<file path="src/rtl/epl_ffram_array_pipe.sv">
// Purpose : FF-based FRAM row array with binary-addressed masked write, pipelined read and a row-sequential clear engine.
// Latency : read data, valid and tag appear RD_LAT (1 or 2) edges after the request; errors one edge after a reject/bad write.
// Backpr. : no stall path; accesses offered while pReady_o=0 (or in the pInit_i cycle) are dropped and flagged on pErr_o.
//
// Ports   : pClk_i/nRst_i clock and synchronous active-low reset; pInit_i starts a clear sweep;
//           pWe_i/pWaddr_i/pWmask_i/pDi_i masked row write; pRead_i/pRaddr_i row read request;
//           pTag_i sideband tag; pDto_o/pRvalid_o read result; pTag_o tag delayed RD_LAT;
//           pReady_o idle flag; pErr_o one-cycle pulse for out-of-range or rejected accesses.
// Option  : define EPL_FFRAM_WR_BYPASS_EN for write-first behaviour on same-row read+write.
module epl_ffram_array_pipe #(
   parameter int COLUMN = 8,
   parameter int ROW    = 16,
   parameter int ADDR_W = 4,
   parameter int RD_LAT = 1,
   parameter int TAG_W  = 4
) (
   input  logic              pClk_i,
   input  logic              nRst_i,
   input  logic              pInit_i,
   input  logic              pWe_i,
   input  logic [ADDR_W-1:0] pWaddr_i,
   input  logic [COLUMN-1:0] pWmask_i,
   input  logic [COLUMN-1:0] pDi_i,
   input  logic              pRead_i,
   input  logic [ADDR_W-1:0] pRaddr_i,
   input  logic [TAG_W-1:0]  pTag_i,
   output logic [COLUMN-1:0] pDto_o,
   output logic              pRvalid_o,
   output logic [TAG_W-1:0]  pTag_o,
   output logic              pReady_o,
   output logic              pErr_o
);

   typedef enum logic [0:0] {S_IDLE = 1'b0, S_CLEAR = 1'b1} state_t;

   // Extra bit so a ROW equal to 2**ADDR_W still compares correctly.
   localparam logic [ADDR_W:0]   ROW_EXT  = (ADDR_W+1)'(ROW);
   localparam logic [ADDR_W-1:0] LAST_ROW = ADDR_W'(ROW - 1);

   state_t              r_state;
   state_t              w_state_nxt;
   logic [ADDR_W-1:0]   r_cnt;
   logic [COLUMN-1:0]   r_mem [ROW];

   logic [COLUMN-1:0]   r_dat [RD_LAT];
   logic                r_vld [RD_LAT];
   logic                r_oor [RD_LAT];
   logic [TAG_W-1:0]    r_tag [RD_LAT];
   logic                r_err1;

   logic                w_ready;
   logic                w_clr_en;
   logic                w_acc;
   logic                w_wr_inr;
   logic                w_rd_inr;
   logic                w_wr_go;
   logic                w_rd_go;
   logic                w_err_now;
   logic [COLUMN-1:0]   w_mem_rd;
   logic [COLUMN-1:0]   w_rd_dat;

   // Next-state and status decode.
   always_comb begin
      w_state_nxt = r_state;
      w_ready     = 1'b0;
      w_clr_en    = 1'b0;
      case (r_state)
         S_IDLE: begin
            w_ready = 1'b1;
            if (pInit_i) w_state_nxt = S_CLEAR;
         end
         S_CLEAR: begin
            w_clr_en = 1'b1;
            // pInit_i is deliberately not looked at here: no restart mid-sweep.
            if (r_cnt == LAST_ROW) w_state_nxt = S_IDLE;
         end
         default: w_state_nxt = S_IDLE;
      endcase
   end

   always_ff @(posedge pClk_i) begin
      if (!nRst_i) r_state <= S_IDLE;
      else         r_state <= w_state_nxt;
   end

   // The pInit_i cycle itself rejects accesses even though the array is still idle.
   assign w_acc     = w_ready & ~pInit_i;
   assign w_wr_inr  = {1'b0, pWaddr_i} < ROW_EXT;
   assign w_rd_inr  = {1'b0, pRaddr_i} < ROW_EXT;
   assign w_wr_go   = pWe_i & w_acc & w_wr_inr;
   assign w_rd_go   = pRead_i & w_acc;
   assign w_err_now = (pWe_i & ~(w_acc & w_wr_inr)) | (pRead_i & ~w_acc);

   assign w_mem_rd  = w_rd_inr ? r_mem[pRaddr_i] : '0;

   always_comb begin
      w_rd_dat = '0;
      if (w_rd_go) begin
         w_rd_dat = w_mem_rd;
`ifdef EPL_FFRAM_WR_BYPASS_EN
         // Write-first: an accepted write to the same row is merged into the read.
         // w_wr_go already implies an in-range address, so equality implies the read is in range.
         if (w_wr_go && (pWaddr_i == pRaddr_i))
            w_rd_dat = (w_mem_rd & ~pWmask_i) | (pDi_i & pWmask_i);
`endif
      end
   end

   // Storage and sweep counter. Clear and write never collide: writes are only accepted in IDLE.
   always_ff @(posedge pClk_i) begin
      if (!nRst_i) begin
         r_cnt <= '0;
         for (int r = 0; r < ROW; r++) r_mem[r] <= '0;
      end else begin
         if (w_clr_en) r_cnt <= r_cnt + 1'b1;
         else          r_cnt <= '0;

         if (w_clr_en)
            r_mem[r_cnt] <= '0;
         else if (w_wr_go)
            r_mem[pWaddr_i] <= (r_mem[pWaddr_i] & ~pWmask_i) | (pDi_i & pWmask_i);
      end
   end

   // Read/tag pipeline. Data is stored zeroed when there is no valid read, so the output needs no gating.
   always_ff @(posedge pClk_i) begin
      if (!nRst_i) begin
         r_err1 <= 1'b0;
         for (int i = 0; i < RD_LAT; i++) begin
            r_dat[i] <= '0;
            r_vld[i] <= 1'b0;
            r_oor[i] <= 1'b0;
            r_tag[i] <= '0;
         end
      end else begin
         r_err1   <= w_err_now;
         r_dat[0] <= w_rd_dat;
         r_vld[0] <= w_rd_go;
         r_oor[0] <= w_rd_go & ~w_rd_inr;
         r_tag[0] <= pTag_i;
         for (int i = 1; i < RD_LAT; i++) begin
            r_dat[i] <= r_dat[i-1];
            r_vld[i] <= r_vld[i-1];
            r_oor[i] <= r_oor[i-1];
            r_tag[i] <= r_tag[i-1];
         end
      end
   end

   assign pDto_o    = r_dat[RD_LAT-1];
   assign pRvalid_o = r_vld[RD_LAT-1];
   assign pTag_o    = r_tag[RD_LAT-1];
   assign pReady_o  = w_ready;
   // Out-of-range read errors travel with their data; write/reject errors take one edge. Coincident ones OR.
   assign pErr_o    = r_err1 | r_oor[RD_LAT-1];

endmodule

</file>
<file path="config.mk">
export PLATFORM = sky130hd
export DESIGN_NAME = epl_ffram_array_pipe
export DESIGN_NICKNAME = d
export VERILOG_FILES = /design/src/rtl/epl_ffram_array_pipe.sv
export SDC_FILE = /design/constraint.sdc
export NUM_CORES = 1
export LEC_CHECK = 0
export ABC_AREA = 1
export CAP_MARGIN = 30
export CORE_AREA = 5 5 159 161
export CTS_BUF_LIST = sky130_fd_sc_hd__clkbuf_8
export DETAILED_ROUTE_END_ITERATION = 12
export DIE_AREA = 0 0 164 166
export GPL_TIMING_DRIVEN = 0
export PLACE_DENSITY_LB_ADDON = 0.3
export SYNTH_ARGS = -nofsm -noshare
export SYNTH_HDL_FRONTEND = slang
export SYNTH_SLANG_ARGS = --single-unit
</file>
<file path="constraint.sdc">
create_clock -name pClk_i -period 2.6 [get_ports pClk_i]
set_clock_uncertainty 0.1 [all_clocks]
set_input_delay 0.52 -clock pClk_i [delete_from_list [all_inputs] [get_ports pClk_i]]
set_output_delay 0.52 -clock pClk_i [all_outputs]
set_load 0.1 [all_outputs]
</file>
==> results of run 1 <==
[cell usage after synthesis]
master,count,share of area
buf_2,23,0.014
or2_2,11,0.0085
clkbuf_1,27,0.013
ha_1,1,0.0015
o211ai_1,24,0.022
clkinv_1,1,0.00046
inv_2,4,0.0019
nand3_1,123,0.076
nand3_2,5,0.0062
and3_1,1,0.00077
a21oi_1,49,0.030
buf_1,10,0.0046
buf_4,1,0.00093
nand2_1,203,0.094
o21ai_0,48,0.030
o21ai_1,1,0.00062
o21ai_2,2,0.0022
dfxtp_1,19,0.047
nor2_4,2,0.0028
nor3_2,1,0.0012
a21oi_4,1,0.0020
inv_1,118,0.055
nor2_1,203,0.094
nor3_1,1,0.00062
edfxtp_1,128,0.48
clkbuf_2,1,0.00062
a31oi_1,1,0.00077
nor2_2,6,0.0046
nand2_2,12,0.0093
[worst paths after layout]
| path | startpoint | endpoint | slack [ns] | cells after the start |
|---|---|---|---|---|
| worst min register to register | r_cnt[0] | r_cnt[0] | 0.38 | 1 |
| worst min-delay path | nRst_i | r_err1 | 0.32 | 3 |
| worst max-delay path | pWaddr_i[1] | r_mem[4][5] | 0.02 | 11 |
| worst max register to register | r_state | r_mem[8][6] | 0.19 | 9 |
[worst max-delay path: cells and delay by family]
kind          cells  cell delay [ns]
buf+inv           4             1.27
simple gates      7             0.88
[routing by layer]
layer | vias to the layer above | wire length, um | track usage
met1 | 3398 | 11500 | 0.284
met5 | - | 20 | 0
met3 | 80 | 3080 | 0.0501
met4 | 2 | 1210 | 0.0988
met2 | 466 | 12500 | 0.303
li1 | 3458 | - | -
[power by group]
part           leakage [nW]  internal [mW]  switching [mW]
logic                  2.05          0.224           0.581
registers              1.48           2.64          0.0372
clock network         0.204          0.975           0.989
total                  3.74           3.84            1.61
[per-stage QoR]
step                      cells  hold slack [ns]  setup slack, ns
final                      1424            0.316           0.0178
after global routing       1423            0.342          -0.0362
after CTS                  1423            0.284          0.00726
after detailed placement   1391            0.375           -0.904
after global placement     1391            0.343           -0.869
after floorplan            1027            0.330            0.311
[state kept, by name, summed over array words and instances (netlist names)]
signal / count
r_mem: 128
r_dat: 8
r_cnt: 4
r_tag: 4
r_err1: 1
r_state: 1
r_vld: 1
[cells by family (layout without fill, tap and decap cells)]
family	Yosys count	count (layout)
AOI/OAI and AO/OA	126	126
adders and majority gates	1	1
buffers and inverters	185	257
DFF	147	147
other	0	1
and+or+nand+nor	568	568
[cell type report]
cell class	count	area (um^2)
well taps	324	405
fillers	2451	14300
multi-input cells	695	3260
plain buffers	62	297
repair buffers	40	402
clock inverters	15	195
clock buffers	17	234
inverters	123	462
diodes	1	2.50
flip-flops and latches	147	4220
[what timing repair did]
action                                  in CTS  in global routing
buffers inserted                             0                  0
hold endpoints to repair                     0                  0
gates resized for setup                     31                 20
endpoints found under the setup margin     223                171
==> impl_metrics.env, run 1 <==
export IMPL_status="completed"
export IMPL_yosysWarnings=0
export IMPL_fin_nets=1120
export IMPL_drc_errors=0
export IMPL_tightest_slew_ns=1.13
export IMPL_grt_total_usage=0.206
export IMPL_crit_path_max_fanout=10
export IMPL_power_density_nw_per_um2=574
export IMPL_drv_slew=0
export IMPL_synth_compound_area_frac=0.0878
export IMPL_io_pins=48
export IMPL_start_util=0.340
export IMPL_port_buffers=40
export IMPL_cts_hold_buf=0
export IMPL_cts_buffers=17
export IMPL_grt_pass1_vias=6926
export IMPL_area_growth_pct=17.2
export IMPL_clockRootBuffer="clkbuf_8"
export IMPL_grt_max_degree=17
export IMPL_firstDrtPassIters=6
export IMPL_grt_pass1_wl_um=41400
export IMPL_die_w_um=164
export IMPL_syn_nets=1061
export IMPL_clock_path_buffers=2
export IMPL_cts_num_sinks=147
export IMPL_final_util=0.398
export IMPL_irDropWorstVdd_mv=0.299
export IMPL_clk_pin_slew_ns=0.09
export IMPL_crit_type="in2reg"
export IMPL_avgRoutedWirePerCell_um=19.9
export IMPL_power_leakage_nw=3.74
export IMPL_hpwl_um=20300
export IMPL_cp_required_ns=2.72
export IMPL_synth_xor_area_share=0
export IMPL_period_minus_slack_ns=2.58
export IMPL_fmax_mhz=387
export IMPL_rsz0062_at_grt="true"
export IMPL_final_area_um2=9480
export IMPL_worst_setup_path_end_kind="flip-flop"
export IMPL_die_area_um2=27200
export IMPL_die_y_um=166
export IMPL_placed_cell_area_um2=8900
export IMPL_min_path_type="in2reg"
export IMPL_cp_cell_sequence="clkdlybuf4s50_1 -> inv_2 -> buf_2 -> nor2_1 -> nand2_1 -> nand3_1 -> nand3_1 -> nand3_1 -> nand2_2 -> buf_4 -> nor2_1"
export IMPL_cap_violations=0
export IMPL_cts_tree="yes"
export IMPL_period_share=0.993
export IMPL_crit_top_cell="nand3_1"
export IMPL_htreeDepth=4
export IMPL_yosysSeqAreaShare=0.522
export IMPL_synth_distinct_cells=29
export IMPL_crit_slowest_cell="clkdlybuf4s50_1"
export IMPL_setup_viol=0
export IMPL_synth_simple_gate_area_share=0.298
export IMPL_grt_overflow=0
export IMPL_synthesis_instances=1027
export IMPL_cp_arrival_ns=2.71
export IMPL_drt_initial_drc_count=987
export IMPL_synthAdderAreaFrac=0.00155
export IMPL_place_gp_congestion=1.02
export IMPL_synth_area_um2=8090
export IMPL_setup_tns_ns=0
export IMPL_critPathLaunchType="input pin"
export IMPL_syn_avg_cell_area_um2=7.88
export IMPL_coreArea_um2=23800
export IMPL_drtAntennaViolNets=0
export IMPL_antenna_found_initial=2
export IMPL_final_common_cell="nor2_1"
export IMPL_hold_violations=0
export IMPL_slowest_delay_ns=0.48
export IMPL_ys_ff_latch=147
export IMPL_clock_latency_ns=0.47
export IMPL_synth_top_family_by_area="simple AND/OR/NAND/NOR gates"
export IMPL_routed_wirelength_um=28300
export IMPL_synthMuxAreaShare=0
export IMPL_vias_per_cell=5.20
export IMPL_layout_common_cells="203 x nor2_1, 180 x nand2_1, 128 x edfxtp_1"
export IMPL_slew_headroom=0.244
export IMPL_drive_above_1_share=0.118
export IMPL_power_total_mw=5.44
export IMPL_rows=57
export IMPL_vias=7404
Power figures use the tool's default switching activity.
==> run 2, diff against run 1 <==
==> constraint.sdc (replaced) <==
create_clock -name pClk_i -period 2.6 [get_ports pClk_i]
set_clock_uncertainty 0.1 [all_clocks]
set_input_delay 0.39 -clock pClk_i [delete_from_list [all_inputs] [get_ports pClk_i]]
set_output_delay 0.39 -clock pClk_i [all_outputs]
set_load 0.1 [all_outputs]
==> run 2 against run 1 <==
Largest cell class unchanged. Critical path depth decreased by 4. Power decreased by 0.24%. Highest routed layer unchanged. The run now ends with setup timing left. Non-clock buffer count unchanged. Sequential share of layout area increased by 0.43 points. Clock power about the same.
==> impl_metrics.env, run 2 (synthesis gave the netlist of run 1 again) <==
export IMPL_drtAntennaViolNets=0
export IMPL_coreArea_um2=23800
export IMPL_port_buffers=40
export IMPL_cp_top_family="simple AND/OR/NAND/NOR gates"
export IMPL_min_path_type="in2reg"
export IMPL_cp_required_ns=2.61
export IMPL_drc_errors=0
export IMPL_vias=7433
export IMPL_power_total_mw=5.43
export IMPL_cts_num_sinks=147
export IMPL_hold_violations=0
export IMPL_slowest_delay_ns=0.49
export IMPL_area_growth_pct=16.1
export IMPL_io_pins=48
export IMPL_cts_buffers=17
export IMPL_crit_buf_inv=3
export IMPL_grt_max_degree=17
export IMPL_rsz0062_at_grt="true"
export IMPL_cp_arrival_ns=2.69
export IMPL_htreeDepth=4
export IMPL_placed_cells=1391
export IMPL_hpwl_um=20300
export IMPL_drive_above_1_share=0.109
export IMPL_grt_overflow=0
export IMPL_irDropWorstVdd_mv=0.305
export IMPL_clockRootBuffer="clkbuf_8"
export IMPL_firstDrtPassIters=7
export IMPL_fmax_mhz=374
export IMPL_rows=57
export IMPL_fin_ws_ns=-0.0773
export IMPL_clock_latency_ns=0.47
export IMPL_avgRoutedWirePerCell_um=19.8
export IMPL_layout_common_cells="203 x nor2_1, 189 x nand2_1, 128 x edfxtp_1"
export IMPL_crit_type="in2reg"
export IMPL_period_minus_slack_ns=2.68
export IMPL_cap_violations=0
export IMPL_period_share=1.03
export IMPL_final_common_cell="nor2_1"
export IMPL_setup_tns_ns=-0.821
export IMPL_crit_slowest_cell="clkdlybuf4s50_1"
export IMPL_drv_slew=0
export IMPL_status="finished with violations"
export IMPL_grt_pass1_wl_um=41400
export IMPL_violations="setup timing"
export IMPL_drt_initial_drc_count=1001
export IMPL_placed_cell_area_um2=8900
export IMPL_die_y_um=166
export IMPL_post_place_ws_ns=-0.774
export IMPL_power_leakage_nw=3.70
export IMPL_final_area_um2=9390
export IMPL_fin_nets=1120
export IMPL_largest_reg_flops=128
export IMPL_slew_headroom=0.347
export IMPL_critPathLaunchType="input pin"
export IMPL_power_density_nw_per_um2=578
export IMPL_clock_path_buffers=2
export IMPL_top_register="r_mem"
export IMPL_worst_setup_path_end_kind="flip-flop"
export IMPL_antenna_found_initial=2
export IMPL_stdcell_count=1423
export IMPL_place_gp_congestion=1.02
export IMPL_die_area_um2=27200
export IMPL_final_util=0.394
export IMPL_cts_tree="yes"
export IMPL_grt_total_usage=0.206
export IMPL_clk_pin_slew_ns=0.09
export IMPL_vias_per_cell=5.22
export IMPL_top_regs="r_mem: 128 flops, r_dat: 8 flops"
export IMPL_setup_viol=33
export IMPL_die_w_um=164
export IMPL_cts_hold_buf=0
export IMPL_grt_pass1_vias=6902
export IMPL_diodes=0
export IMPL_routed_wirelength_um=28200
export IMPL_crit_path_max_fanout=10
export IMPL_whs_ns=0.172
export IMPL_cp_cell_sequence="clkdlybuf4s50_1 -> inv_2 -> buf_2 -> o21ai_1 -> nor2_2 -> nand2_2 -> nand2_1"
export IMPL_start_util=0.340
export IMPL_cts_setup_buffers=0
export IMPL_tightest_slew_ns=0.977
[run 2: where the power goes]
part           leakage [nW]  total, mW  switching, mW  internal [mW]
logic                  2.02      0.792          0.573          0.218
registers              1.48       2.68         0.0374           2.64
clock network         0.204       1.96          0.989          0.975
total                  3.70       5.43           1.60           3.83
[run 2: final cells by class]
| cell class | instances | area (um^2) |
|---|---|---|
| inverters | 123 | 462 |
| plain buffers | 62 | 288 |
| fillers | 2454 | 14400 |
| repair buffers | 40 | 400 |
| clock inverters | 15 | 195 |
| multi-input cells | 695 | 3180 |
| well taps | 324 | 405 |
| flip-flops and latches | 147 | 4220 |
| clock buffers | 17 | 234 |
[run 2: path summary, 6_finish.rpt]
kind / start / end / slack, ns / cells after the start
worst max-delay path: pWaddr_i[1] / r_mem[9][1] / -0.08 / 7
worst min-delay path: nRst_i / r_err1 / 0.17 / 3
worst max register to register: r_state / r_mem[9][1] / -0.04 / 8
worst min register to register: r_cnt[0] / r_cnt[0] / 0.39 / 1
[run 2: worst min-delay path, stage by stage]
cell and delay [ns]:
clkbuf_2 0.13, o21ai_0 0.13, nor2_1 0.05
[run 2: repair_timing]
action | CTS | global route
endpoints found under the setup margin | 198 | 188
resized for setup | 13 | 14
hold endpoints to repair | 0 | 0
gates cloned | 0 | 0
[run 2: per-layer routing]
layer / vias to the layer above / wire length [um] / track usage
met5: - / 27 / 0
met2: 453 / 12400 / 0.304
met1: 3433 / 11400 / 0.284
met3: 86 / 3210 / 0.0501
met4: 4 / 1250 / 0.0952
li1: 3457 / - / -
